[src/rtl/bm_mem_rd_seq.sv]
`default_nettype none
// ============================================================================
// Module  : bm_mem_rd_seq
// Brief   : Bitmatrix-memory read sequencer. Cyclic row addressing with
//           latency-matched row tags and a completed-pass counter.
// Revision: 1.0
// ============================================================================
module bm_mem_rd_seq #(
    parameter int M_MAX      = 128,
    parameter int M_MIN      = 2,
    parameter int RD_LAT     = 1,
    parameter int PASS_CNT_W = 16,
    parameter int MREG_W     = $clog2(M_MAX)
) (
    input  logic                  clk,
    input  logic                  rstn,
    input  logic                  eng_rstn,
    input  logic                  global_reg_wr_en,
    input  logic [MREG_W-1:0]     MReg,
    input  logic                  cntrl_bm_mem_rd_en,
    output logic                  bm_rd_en,
    output logic [MREG_W-1:0]     bm_rd_addr,
    output logic                  bm_row_vld,
    output logic [MREG_W-1:0]     bm_row_idx,
    output logic                  bm_last_row,
    output logic                  bm_pass_done,
    output logic [PASS_CNT_W-1:0] bm_pass_cnt,
    output logic                  seq_busy,
    output logic                  cfg_err
);

    typedef enum logic [1:0] {
        IDLE  = 2'd0,
        RUN   = 2'd1,
        DRAIN = 2'd2
    } state_t;

    localparam logic [MREG_W-1:0] M_MIN_V = MREG_W'(M_MIN);

    state_t              state;
    state_t              state_nxt;
    logic [MREG_W-1:0]   m_lat;
    logic [MREG_W-1:0]   addr_cnt;
    logic                addr_at_last;
    logic                eng_clr;
    logic [RD_LAT-1:0]   vld_pipe;
    logic [RD_LAT-1:0]   last_pipe;
    logic [MREG_W-1:0]   idx_pipe [RD_LAT];
    logic                pipe_busy;
    logic                pipe_busy_after_shift;

    // rstn gates the issue path so every output reads 0 while reset is held
    assign bm_rd_en     = rstn & eng_rstn & ~global_reg_wr_en & cntrl_bm_mem_rd_en;
    assign bm_rd_addr   = addr_cnt;
    assign addr_at_last = (addr_cnt == m_lat - 1'b1);
    assign eng_clr      = ~eng_rstn & ~global_reg_wr_en;

    always_ff @(posedge clk or negedge rstn) begin
        if (!rstn) begin
            m_lat    <= M_MIN_V;
            cfg_err  <= 1'b0;
            addr_cnt <= '0;
        end else if (global_reg_wr_en) begin
            m_lat    <= (MReg < M_MIN_V) ? M_MIN_V : MReg;
            cfg_err  <= (MReg < M_MIN_V);
            addr_cnt <= '0;
        end else if (!eng_rstn) begin
            addr_cnt <= '0;
        end else if (bm_rd_en) begin
            addr_cnt <= addr_at_last ? '0 : addr_cnt + 1'b1;
        end
    end

    // Tags ride alongside the memory read; idle slots carry all-zero tags
    always_ff @(posedge clk or negedge rstn) begin
        if (!rstn) begin
            vld_pipe  <= '0;
            last_pipe <= '0;
            for (int i = 0; i < RD_LAT; i++) idx_pipe[i] <= '0;
        end else if (eng_clr) begin
            vld_pipe  <= '0;
            last_pipe <= '0;
            for (int i = 0; i < RD_LAT; i++) idx_pipe[i] <= '0;
        end else begin
            vld_pipe[0]  <= bm_rd_en;
            last_pipe[0] <= bm_rd_en & addr_at_last;
            idx_pipe[0]  <= bm_rd_en ? addr_cnt : '0;
            for (int i = 1; i < RD_LAT; i++) begin
                vld_pipe[i]  <= vld_pipe[i-1];
                last_pipe[i] <= last_pipe[i-1];
                idx_pipe[i]  <= idx_pipe[i-1];
            end
        end
    end

    assign bm_row_vld   = vld_pipe[RD_LAT-1];
    assign bm_last_row  = last_pipe[RD_LAT-1];
    assign bm_row_idx   = idx_pipe[RD_LAT-1];
    assign bm_pass_done = bm_row_vld & bm_last_row;

    always_ff @(posedge clk or negedge rstn) begin
        if (!rstn) begin
            bm_pass_cnt <= '0;
        end else if (eng_clr) begin
            bm_pass_cnt <= '0;
        end else if (bm_pass_done) begin
            bm_pass_cnt <= bm_pass_cnt + 1'b1;
        end
    end

    always_comb begin
        pipe_busy             = |vld_pipe;
        pipe_busy_after_shift = bm_rd_en;
        for (int i = 0; i < RD_LAT - 1; i++) begin
            pipe_busy_after_shift = pipe_busy_after_shift | vld_pipe[i];
        end
    end

    always_ff @(posedge clk or negedge rstn) begin
        if (!rstn) state <= IDLE;
        else       state <= state_nxt;
    end

    always_comb begin
        state_nxt = state;
        if (!eng_rstn || global_reg_wr_en) begin
            state_nxt = IDLE;
        end else begin
            case (state)
                IDLE:    if (bm_rd_en) state_nxt = RUN;
                RUN:     if (!bm_rd_en) state_nxt = pipe_busy ? DRAIN : IDLE;
                DRAIN: begin
                    if (bm_rd_en)                   state_nxt = RUN;
                    else if (!pipe_busy_after_shift) state_nxt = IDLE;
                end
                default: state_nxt = IDLE;
            endcase
        end
    end

    assign seq_busy = (state != IDLE);

endmodule
`default_nettype wire

[config.mk]
export PLATFORM = sky130hd
export DESIGN_NAME = bm_mem_rd_seq
export DESIGN_NICKNAME = d
export VERILOG_FILES = /design/src/rtl/bm_mem_rd_seq.sv
export SDC_FILE = /design/constraint.sdc
export NUM_CORES = 1
export LEC_CHECK = 0
export ABC_AREA = 1
export CORE_ASPECT_RATIO = 0.5
export CORE_UTILIZATION = 35
export DETAILED_ROUTE_END_ITERATION = 12
export PLACE_DENSITY = 0.69
export SETUP_SLACK_MARGIN = 0.15
export SKIP_LAST_GASP = 1
export SLEW_MARGIN = 20
export SYNTH_ARGS = -nofsm -noshare
export SYNTH_HDL_FRONTEND = slang
export SYNTH_SLANG_ARGS = --single-unit
[constraint.sdc]
create_clock -name clk -period 5.26 [get_ports clk]
set_input_delay 1.052 -clock clk [delete_from_list [all_inputs] [get_ports clk]]
set_output_delay 1.052 -clock clk [all_outputs]
set_load 0.02 [all_outputs]
==> flow_summary.json, run 1 <==
{
  "start_util_pct": 38.00,
  "rows": 19,
  "gp_congestion": 0.8424,
  "drv_cap": 0,
  "slew_viol_final": 0,
  "antenna_found_initial": 0,
  "port-buffer-count": 47,
  "synth_fp_nets": 287,
  "crit_required_ps": 4210,
  "n_fill_cell": 557,
  "ff2ff_setup_slack_ps": 3420,
  "tritoncts": "yes",
  "cts.sinks": 42,
  "critPathLaunchType": "input pin",
  "layout.nets": 337,
  "avgSynthCellArea_um2": 8.004,
  "yosysWarnings": 0,
  "synth_cell_types": 31,
  "leakagePower_nw": 1.274,
  "r2r_start": "m_lat[1]$_DFFE_PN1P_",
  "worst_pin_slew_ps": 551.4,
  "path_common_cell": "clkdlybuf4s50_1",
  "synth.ff_latch_count": 42,
  "slowest_delay_ps": 690,
  "insertion_delay_ps": 280,
  "firstDrtPassIters": 4,
  "slowest_stage": "clkdlybuf4s50_1",
  "layout_common_cells": "nand2_1, clkdlybuf4s50_1, dfrtp_1, inv_1, nor2_1",
  "hpwl_mm": 3.582,
  "wl_per_cell_um": 11.65,
  "detailedPlace.worstSlack_ps": 975.7,
  "finalHoldWorstSlack_ps": 460.4,
  "finalHoldViolations": 0,
  "die_h_um": 57.77,
  "crit_type": "input pin to output pin",
  "power_density_nw_per_um2": 247.1,
  "setup_viol": 0,
  "grt_overflow": 0,
  "core_um2": 5729,
  "holdBufCountCts": 0,
  "p_int_uw": 543.9,
  "cp.arrival_ps": 3220,
  "fmax_mhz": 234.2,
  "drt_wl_total_mm": 4.743,
  "ant_nets": 0,
  "die-area_um2": 6559,
  "power_switching_uw": 166.3,
  "setup.worst_path.end": "bm_rd_en",
  "critPathMaxFanout": 17,
  "cts_inserted_buffers": 5,
  "rr_endpoint": "bm_rd_addr[0]$_DFFE_PN0P_",
  "vias": 1911,
  "period_minus_slack_ps": 4270,
  "period_share_pct": 81.17,
  "cts_setup_buffers": 0,
  "gr-usage-all-layers_pct": 15.75,
  "root_buffer": "clkbuf_16",
  "clkPwrFrac_pct": 42.9,
  "status": "finished clean",
  "critPathLaunch": "global_reg_wr_en",
  "path_buf_inv": 3,
  "syn_inst": 272,
  "seq_power_share_pct": 47.3,
  "critPathTopFamily": "buffers and inverters",
  "grt_pass1_wl_mm": 7.983,
  "fin_util_pct": 50.16,
  "clkTransAtPathRegs_ps": 50,
  "clock_path_buffers": 2,
  "htreeDepth": 2,
  "rr_worst_depth": 10,
  "first_global_vias": 1825,
  "cp.depth": 5,
  "combPwrFrac_pct": 9.7,
  "area_delta_synth_final_pct": 32.01,
  "relSlewSlack_pct": 63.13,
  "clock_skew_ps": 5.214,
  "cp-end-kind": "output pin",
  "p_sw_share_pct": 23.42,
  "synth-seq-area-share_pct": 48.33,
  "cts_resized": 0,
  "synthesis.area_um2": 2177,
  "die_w_um": 113.5,
  "route.detailed.drc": 0,
  "ir_drop_mv": 0.1056,
  "pin_count": 48,
  "rsz0062_at_grt": "no",
  "min_path_type": "register to register",
  "drive_gt1_share_pct": 10.84,
  "setup_ws_ps": 990.5,
  "layout_commonest_cell": "nand2_1",
  "viasPerCell": 4.695,
  "crit_chain": "clkdlybuf4s50_1, nor2_1, nand3_1, inv_1, clkdlybuf4s50_1",
  "finalSetupTns_ps": 0,
  "antennaDiodeCount": 0,
  "grt_max_degree": 43,
  "drtIter0Drc": 80
}
## metal layers
metal	GRT usage (%)	part of all wire [%]
met4	6.767	1.3
met2	27.70	49
met5	0	0
met3	4.079	3.9
met1	18.63	45
## cells by family after synthesis
kind of cell,Yosys count,synth area share [%]
simple gates,140,28.10
flops,42,48.33
buf+inv,40,7.357
compound gates,39,11.26
xor+xnor,8,3.219
fa+ha+maj,3,1.724
## metrics by stage
stage	power, mW	area [um2]	std cells
floorplan	0.3835	2177	272
global placement	0.4098	2726	399
detailed placement	0.4116	2726	399
CTS	0.7227	2874	407
global route	0.7455	2874	407
finish	0.7102	2874	407
## power by group through the flow
stage	combinational (mW)	clock, mW	sequential (mW)
after floorplan	0.0416	0	0.342
after global routing	0.0782	0.330	0.337
after detailed placement	0.0695	0	0.342
after CTS	0.0698	0.317	0.336
final	0.0691	0.305	0.336
after global placement	0.0679	0	0.342
## synth_stat cells
cell	count	area share, %
nand4_1	1	0.29
ha_1	3	1.7
o21a_1	1	0.34
nor2_1	32	5.5
nand3_1	17	3.9
nand3b_1	1	0.34
a21oi_1	13	3.0
buf_2	2	0.46
xnor2_1	2	0.80
xor2_1	6	2.4
nor2_4	1	0.52
o21ai_1	2	0.46
nand2_1	68	12
dfstp_2	1	1.2
clkbuf_1	2	0.34
a21oi_2	1	0.40
o21ai_0	13	3.0
o21bai_4	1	0.86
o221a_2	1	0.52
o21ai_2	6	2.4
nor3_1	7	1.6
o22ai_1	1	0.29
dfrtp_1	41	47
nor2_2	6	1.7
inv_2	2	0.34
inv_1	33	5.7
nand2_2	4	1.1
nand3_2	1	0.46
buf_6	1	0.52
nand4_2	1	0.57
or2_2	1	0.29
## cell type report
cell class | instances | area [um2] | share of cell area, %
clock buffer | 7 | 142.6 | 4.963
clock inverter | 1 | 5.005 | 0.1741
inverter | 35 | 131.4 | 4.571
multi-input combinational | 190 | 964.7 | 33.57
sequential | 42 | 1052 | 36.61
tap | 84 | 105.1 | 3.657
timing repair buffer | 48 | 473.0 | 16.46
## how the worst min path moves through the flow
stage                               from                    to  slack [ps]  cells past startpoint
floorplan           state[1]$_DFFE_PN0P_  state[0]$_DFFE_PN0P_         430                      1
global placement    state[1]$_DFFE_PN0P_  state[0]$_DFFE_PN0P_         460                      1
detailed placement  state[1]$_DFFE_PN0P_  state[0]$_DFFE_PN0P_         460                      1
CTS                 state[1]$_DFFE_PN0P_  state[0]$_DFFE_PN0P_         460                      1
global route        state[1]$_DFFE_PN0P_  state[0]$_DFFE_PN0P_         500                      1
finish              state[1]$_DFFE_PN0P_  state[0]$_DFFE_PN0P_         460                      1
## flip-flops by register name, indices dropped and copies added (netlist names)
signal,count
bm_pass_cnt,16
bm_rd_addr,7
bm_row_idx,7
m_lat,7
state,2
bm_last_row,1
bm_row_vld,1
cfg_err,1
Power figures use the tool's default switching activity.
==> inputs of run 2 (changes only) <==
--- a/config.mk
+++ b/config.mk
@@ -9,7 +9,7 @@
 export CORE_ASPECT_RATIO = 0.5
 export CORE_UTILIZATION = 35
 export DETAILED_ROUTE_END_ITERATION = 12
-export PLACE_DENSITY = 0.69
+export PLACE_DENSITY = 0.71
 export SETUP_SLACK_MARGIN = 0.15
 export SKIP_LAST_GASP = 1
 export SLEW_MARGIN = 20
==> constraint.sdc (replaced) <==
create_clock -name clk -period 3.7 [get_ports clk]
set_input_delay 0.74 -clock clk [delete_from_list [all_inputs] [get_ports clk]]
set_output_delay 0.74 -clock clk [all_outputs]
set_load 0.02 [all_outputs]
==> run 2 against run 1 <==
  * Core utilization increased by 0.26 points
  * Critical endpoint unchanged
  * Critical path type unchanged
  * Design area increased by 0.52%
  * Register-to-register slack got worse by 1500 ps
  * Sequential share of layout area is 0.19 points lower
==> flow_summary.json, run 2 (same netlist as run 1, synthesis figures left out) <==
{
  "clkTransAtPathRegs_ps": 60,
  "cts_inserted_buffers": 5,
  "crit_required_ps": 2960,
  "setup_viol": 0,
  "port-buffer-count": 47,
  "finalSetupTns_ps": 0,
  "ant_nets": 0,
  "die_h_um": 57.77,
  "critPathMaxFanout": 3,
  "rsz0062_at_grt": "no",
  "insertion_delay_ps": 280,
  "gr-usage-all-layers_pct": 15.58,
  "clock_path_buffers": 2,
  "core_um2": 5729,
  "power_density_nw_per_um2": 352.4,
  "ir_drop_mv": 0.1829,
  "crit_type": "input pin to output pin",
  "cts_setup_buffers": 0,
  "cp-end-kind": "output pin",
  "cts.sinks": 42,
  "placedCellCount": 401,
  "setup_ws_ps": 684.8,
  "route.detailed.drc": 0,
  "layout.nets": 339,
  "status": "finished clean",
  "worst_pin_slew_ps": 528.8,
  "slowest_stage": "clkdlybuf4s50_1",
  "fin_util_pct": 50.43,
  "crit_chain": "clkdlybuf4s50_1, inv_1, nor2_1, nand3_1, inv_1, clkdlybuf4s50_1",
  "relSlewSlack_pct": 64.75,
  "first_global_vias": 1834,
  "drv_cap": 0,
  "critPathTopFamily": "buffers and inverters",
  "critPathLaunchType": "input pin",
  "vias": 1859,
  "power_switching_uw": 243.8,
  "p_sw_share_pct": 23.95,
  "htreeDepth": 2,
  "ff2ff_setup_slack_ps": 1870,
  "root_buffer": "clkbuf_16",
  "cp.arrival_ps": 2280,
  "drive_gt1_share_pct": 11.38,
  "rows": 19,
  "combPwrFrac_pct": 9.6,
  "slowest_delay_ps": 590,
  "largest_register_ffs": 16,
  "finalHoldViolations": 0,
  "drtIter0Drc": 84,
  "fmax_mhz": 331.6,
  "period_minus_slack_ps": 3015,
  "grt_max_degree": 43,
  "seq_power_share_pct": 47.0,
  "detailedPlace.worstSlack_ps": 644.6,
  "die-area_um2": 6559,
  "period_share_pct": 81.49,
  "pin_count": 48,
  "path_buf_inv": 4,
  "antennaDiodeCount": 0,
  "cts_resized": 0,
  "grt_pass1_wl_mm": 8.093,
  "layout_common_cells": "nand2_1, clkdlybuf4s50_1, dfrtp_1, inv_1, nor2_1",
  "grt_overflow": 0,
  "holdBufCountCts": 0,
  "clkPwrFrac_pct": 43.4,
  "wl_per_cell_um": 11.67,
  "tritoncts": "yes",
  "slew_viol_final": 0,
  "min_path_type": "register to register",
  "drt_wl_total_mm": 4.773,
  "area_delta_synth_final_pct": 32.70,
  "antenna_found_initial": 0,
  "fin_cells": 409,
  "viasPerCell": 4.545,
  "die_w_um": 113.5,
  "hpwl_mm": 3.565,
  "leakagePower_nw": 1.283,
  "p_int_uw": 774.3,
  "gp_congestion": 0.8700,
  "largest-register": "bm_pass_cnt",
  "layout_commonest_cell": "nand2_1",
  "start_util_pct": 38.00,
  "firstDrtPassIters": 4,
  "clock_skew_ps": 4.578
}
[run 2: final timing paths]
path / startpoint / depth (start not counted) / end
setup / recovery: eng_rstn / 6 / bm_rd_en
hold / removal: state[0]$_DFFE_PN0P_ / 1 / state[0]$_DFFE_PN0P_
setup reg to reg: m_lat[1]$_DFFE_PN1P_ / 10 / bm_rd_addr[0]$_DFFE_PN0P_
hold reg to reg: state[0]$_DFFE_PN0P_ / 1 / state[0]$_DFFE_PN0P_
max in group asynchronous: rstn / 2 / m_lat[1]$_DFFE_PN1P_
min in group asynchronous: rstn / 2 / bm_rd_addr[2]$_DFFE_PN0P_
[run 2: final cells by class]
class	count	area [um2]
Multi-Input combinational cell	190	964.7
Fill cell	562	2840
Tap cell	84	105.1
Timing Repair Buffer	50	488.0
Sequential cell	42	1052
Clock inverter	1	5.005
Clock buffer	7	142.6
Inverter	35	131.4
[run 2: power groups by stage]
stage          clock network, mW  logic [mW]  registers, mW
5_1_grt                    0.466       0.112          0.479
3_5_place_dp                   0      0.0994          0.486
3_3_place_gp                   0      0.0960          0.486
6_report                   0.442      0.0981          0.478
2_1_floorplan                  0      0.0591          0.486
4_1_cts                    0.446      0.0998          0.478
[run 2: per-stage QoR]
step           hold slack [ps]  power [mW]  instance area (um2)
6_report                 459.5       1.018                 2889
5_1_grt                  499.2       1.057                 2889
4_1_cts                  461.3       1.025                 2889
3_5_place_dp             453.7      0.5858                 2741
3_3_place_gp             440.1      0.5819                 2741
2_1_floorplan            428.5      0.5451                 2177
[run 2: per-layer routing]
metal	part of all wire (%)	vias to the layer above	global-route usage (%)
li1	-	962	-
met1	47	861	20.32
met2	48	31	26.92
met3	3.7	5	3.243
met4	1.1	0	3.947
met5	0	-	0
==> inputs of run 3 (changes only) <==
--- a/config.mk
+++ b/config.mk
@@ -9,7 +9,7 @@
 export CORE_ASPECT_RATIO = 0.5
 export CORE_UTILIZATION = 35
 export DETAILED_ROUTE_END_ITERATION = 12
-export PLACE_DENSITY = 0.71
+export PLACE_DENSITY = 0.69
 export SETUP_SLACK_MARGIN = 0.15
 export SKIP_LAST_GASP = 1
 export SLEW_MARGIN = 20
==> constraint.sdc (replaced) <==
create_clock -name clk -period 3 [get_ports clk]
set_input_delay 0.6 -clock clk [delete_from_list [all_inputs] [get_ports clk]]
set_output_delay 0.6 -clock clk [all_outputs]
set_load 0.02 [all_outputs]
==> run 3 against run 2 <==
  * Die area unchanged
  * Worst setup slack got worse by 410 ps
  * Clock power increased by 38%
  * Hold slack got worse by 19 ps
  * Global-route usage increased by 0.96 points
  * Critical path depth unchanged
  * Critical endpoint unchanged
  * Largest cell class unchanged
  * Largest power group is now the clock network
==> flow_summary.json, run 3 (same netlist as run 1, synthesis figures left out) <==
{
  "status": "finished clean",
  "tritoncts": "yes",
  "drtIter0Drc": 138,
  "largest_register_ffs": 16,
  "relSlewSlack_pct": 64.38,
  "largest-register": "bm_pass_cnt",
  "critPathLaunch": "eng_rstn",
  "leakagePower_nw": 1.293,
  "cp-end-kind": "output pin",
  "die_h_um": 57.77,
  "worst_pin_slew_ps": 534.3,
  "clock_skew_ps": 3.047,
  "slew_viol_final": 0,
  "root_buffer": "clkbuf_16",
  "crit_chain": "clkdlybuf4s50_1, inv_1, nor2_2, nand3_1, inv_1, clkdlybuf4s50_1",
  "finalSetupTns_ps": 0,
  "die_w_um": 113.5,
  "wl_per_cell_um": 11.77,
  "seqCellArea_um2": 1052,
  "fmax_mhz": 367.3,
  "die-area_um2": 6559,
  "multi_input_area_um2": 967.2,
  "hpwl_mm": 3.561,
  "pin_count": 48,
  "crit_required_ps": 2400,
  "gp_congestion": 0.8301,
  "drv_cap": 0,
  "finalHoldViolations": 0,
  "rsz0062_at_grt": "no",
  "period_share_pct": 90.76,
  "area_delta_synth_final_pct": 33.62,
  "power_density_nw_per_um2": 455.0,
  "ant_nets": 0,
  "critPathMaxFanout": 3,
  "viasPerCell": 4.699,
  "r2r_start": "m_lat[1]$_DFFE_PN1P_",
  "grt_max_degree": 43,
  "setup_viol": 0,
  "fin_util_pct": 50.78,
  "route.detailed.drc": 0,
  "min_path_type": "input pin to async pin",
  "cts.sinks": 42,
  "cp.arrival_ps": 2120,
  "start_util_pct": 38.00,
  "period_minus_slack_ps": 2723,
  "finalHoldWorstSlack_ps": 440.3,
  "firstDrtPassIters": 4,
  "layout_commonest_cell": "nand2_1",
  "ff2ff_setup_slack_ps": 1180,
  "n_fill_cell": 541,
  "slowest_delay_ps": 600,
  "ir_drop_mv": 0.2336,
  "clock_path_buffers": 2,
  "crit_type": "input pin to output pin",
  "port-buffer-count": 47,
  "layout.nets": 339,
  "cts_inserted_buffers": 5,
  "clkTransAtPathRegs_ps": 60,
  "critPathLaunchType": "input pin",
  "vias": 1922,
  "htreeDepth": 2,
  "layout_common_cells": "nand2_1, clkdlybuf4s50_1, dfrtp_1, inv_1, nor2_1",
  "antenna_found_initial": 0,
  "grt_overflow": 0,
  "grt_pass1_wl_mm": 8.335,
  "first_global_vias": 1813,
  "drt_wl_total_mm": 4.814,
  "insertion_delay_ps": 280,
  "gr-usage-all-layers_pct": 16.55,
  "slowest_stage": "clkdlybuf4s50_1",
  "antennaDiodeCount": 0,
  "drive_gt1_share_pct": 12.00,
  "holdBufCountCts": 0,
  "rows": 19,
  "core_um2": 5729
}
run 3: cell count changes in the layout (fill, tap and decap cells not counted), sizes merged:
cell    before  now
bufinv       0    1
clkbuf       7    5
clkinv       1    2
run 3: path summary, 6_finish.rpt:
kind                                             end  cells after the start
max                                         bm_rd_en                      6
min                              cfg_err$_DFFE_PN0P_                      2
max reg2reg                bm_rd_addr[0]$_DFFE_PN0P_                     10
min reg2reg                     state[0]$_DFFE_PN0P_                      1
max in group asynchronous       m_lat[1]$_DFFE_PN1P_                      2
min in group clk                state[0]$_DFFE_PN0P_                      1
run 3: critical path: cells and delay by family:
| kind | cells | cell delay, ps |
|---|---|---|
| buffers and inverters | 4 | 1260 |
| and+or+nand+nor | 2 | 260 |
run 3: final cells by class:
cell class / count / share of cell area [%]
flip-flops and latches: 42 / 36.17
multi-input cells: 190 / 33.25
repair buffers: 50 / 16.77
inverters: 35 / 4.516
clock buffers: 5 / 4.301
well taps: 84 / 3.613
clock inverters: 3 / 1.376
run 3: timing repair:
action / in CTS / in global routing
gates resized for setup: 0 / 1
endpoints found under the setup margin: 0 / 1
buffers inserted: 0 / 0
run 3: power by group:
part,total (mW),internal [mW],switching (mW)
combinational,0.124,0.0470,0.0767
clock,0.611,0.389,0.221
sequential,0.589,0.578,0.0109
total,1.32,1.01,0.309
run 3: layer usage:
layer / GRT usage [%] / share of wire [%] / vias to the layer above
met1: 20.99 / 45 / 906
met3: 3.870 / 4.2 / 9
met2: 27.70 / 49 / 38
met4: 6.955 / 1.7 / 0
li1: - / - / 969
met5: 0 / 0 / -
run 3: stage by stage:
step	total power, mW	instances	cell area [um2]	worst slack, ps
after global placement	0.7198	401	2741	229.6
after CTS	1.339	409	2907	183.3
after floorplan	0.6723	272	2177	1020
after global routing	1.379	409	2909	210.1
final	1.324	409	2909	277.3
after detailed placement	0.7234	401	2741	185.0
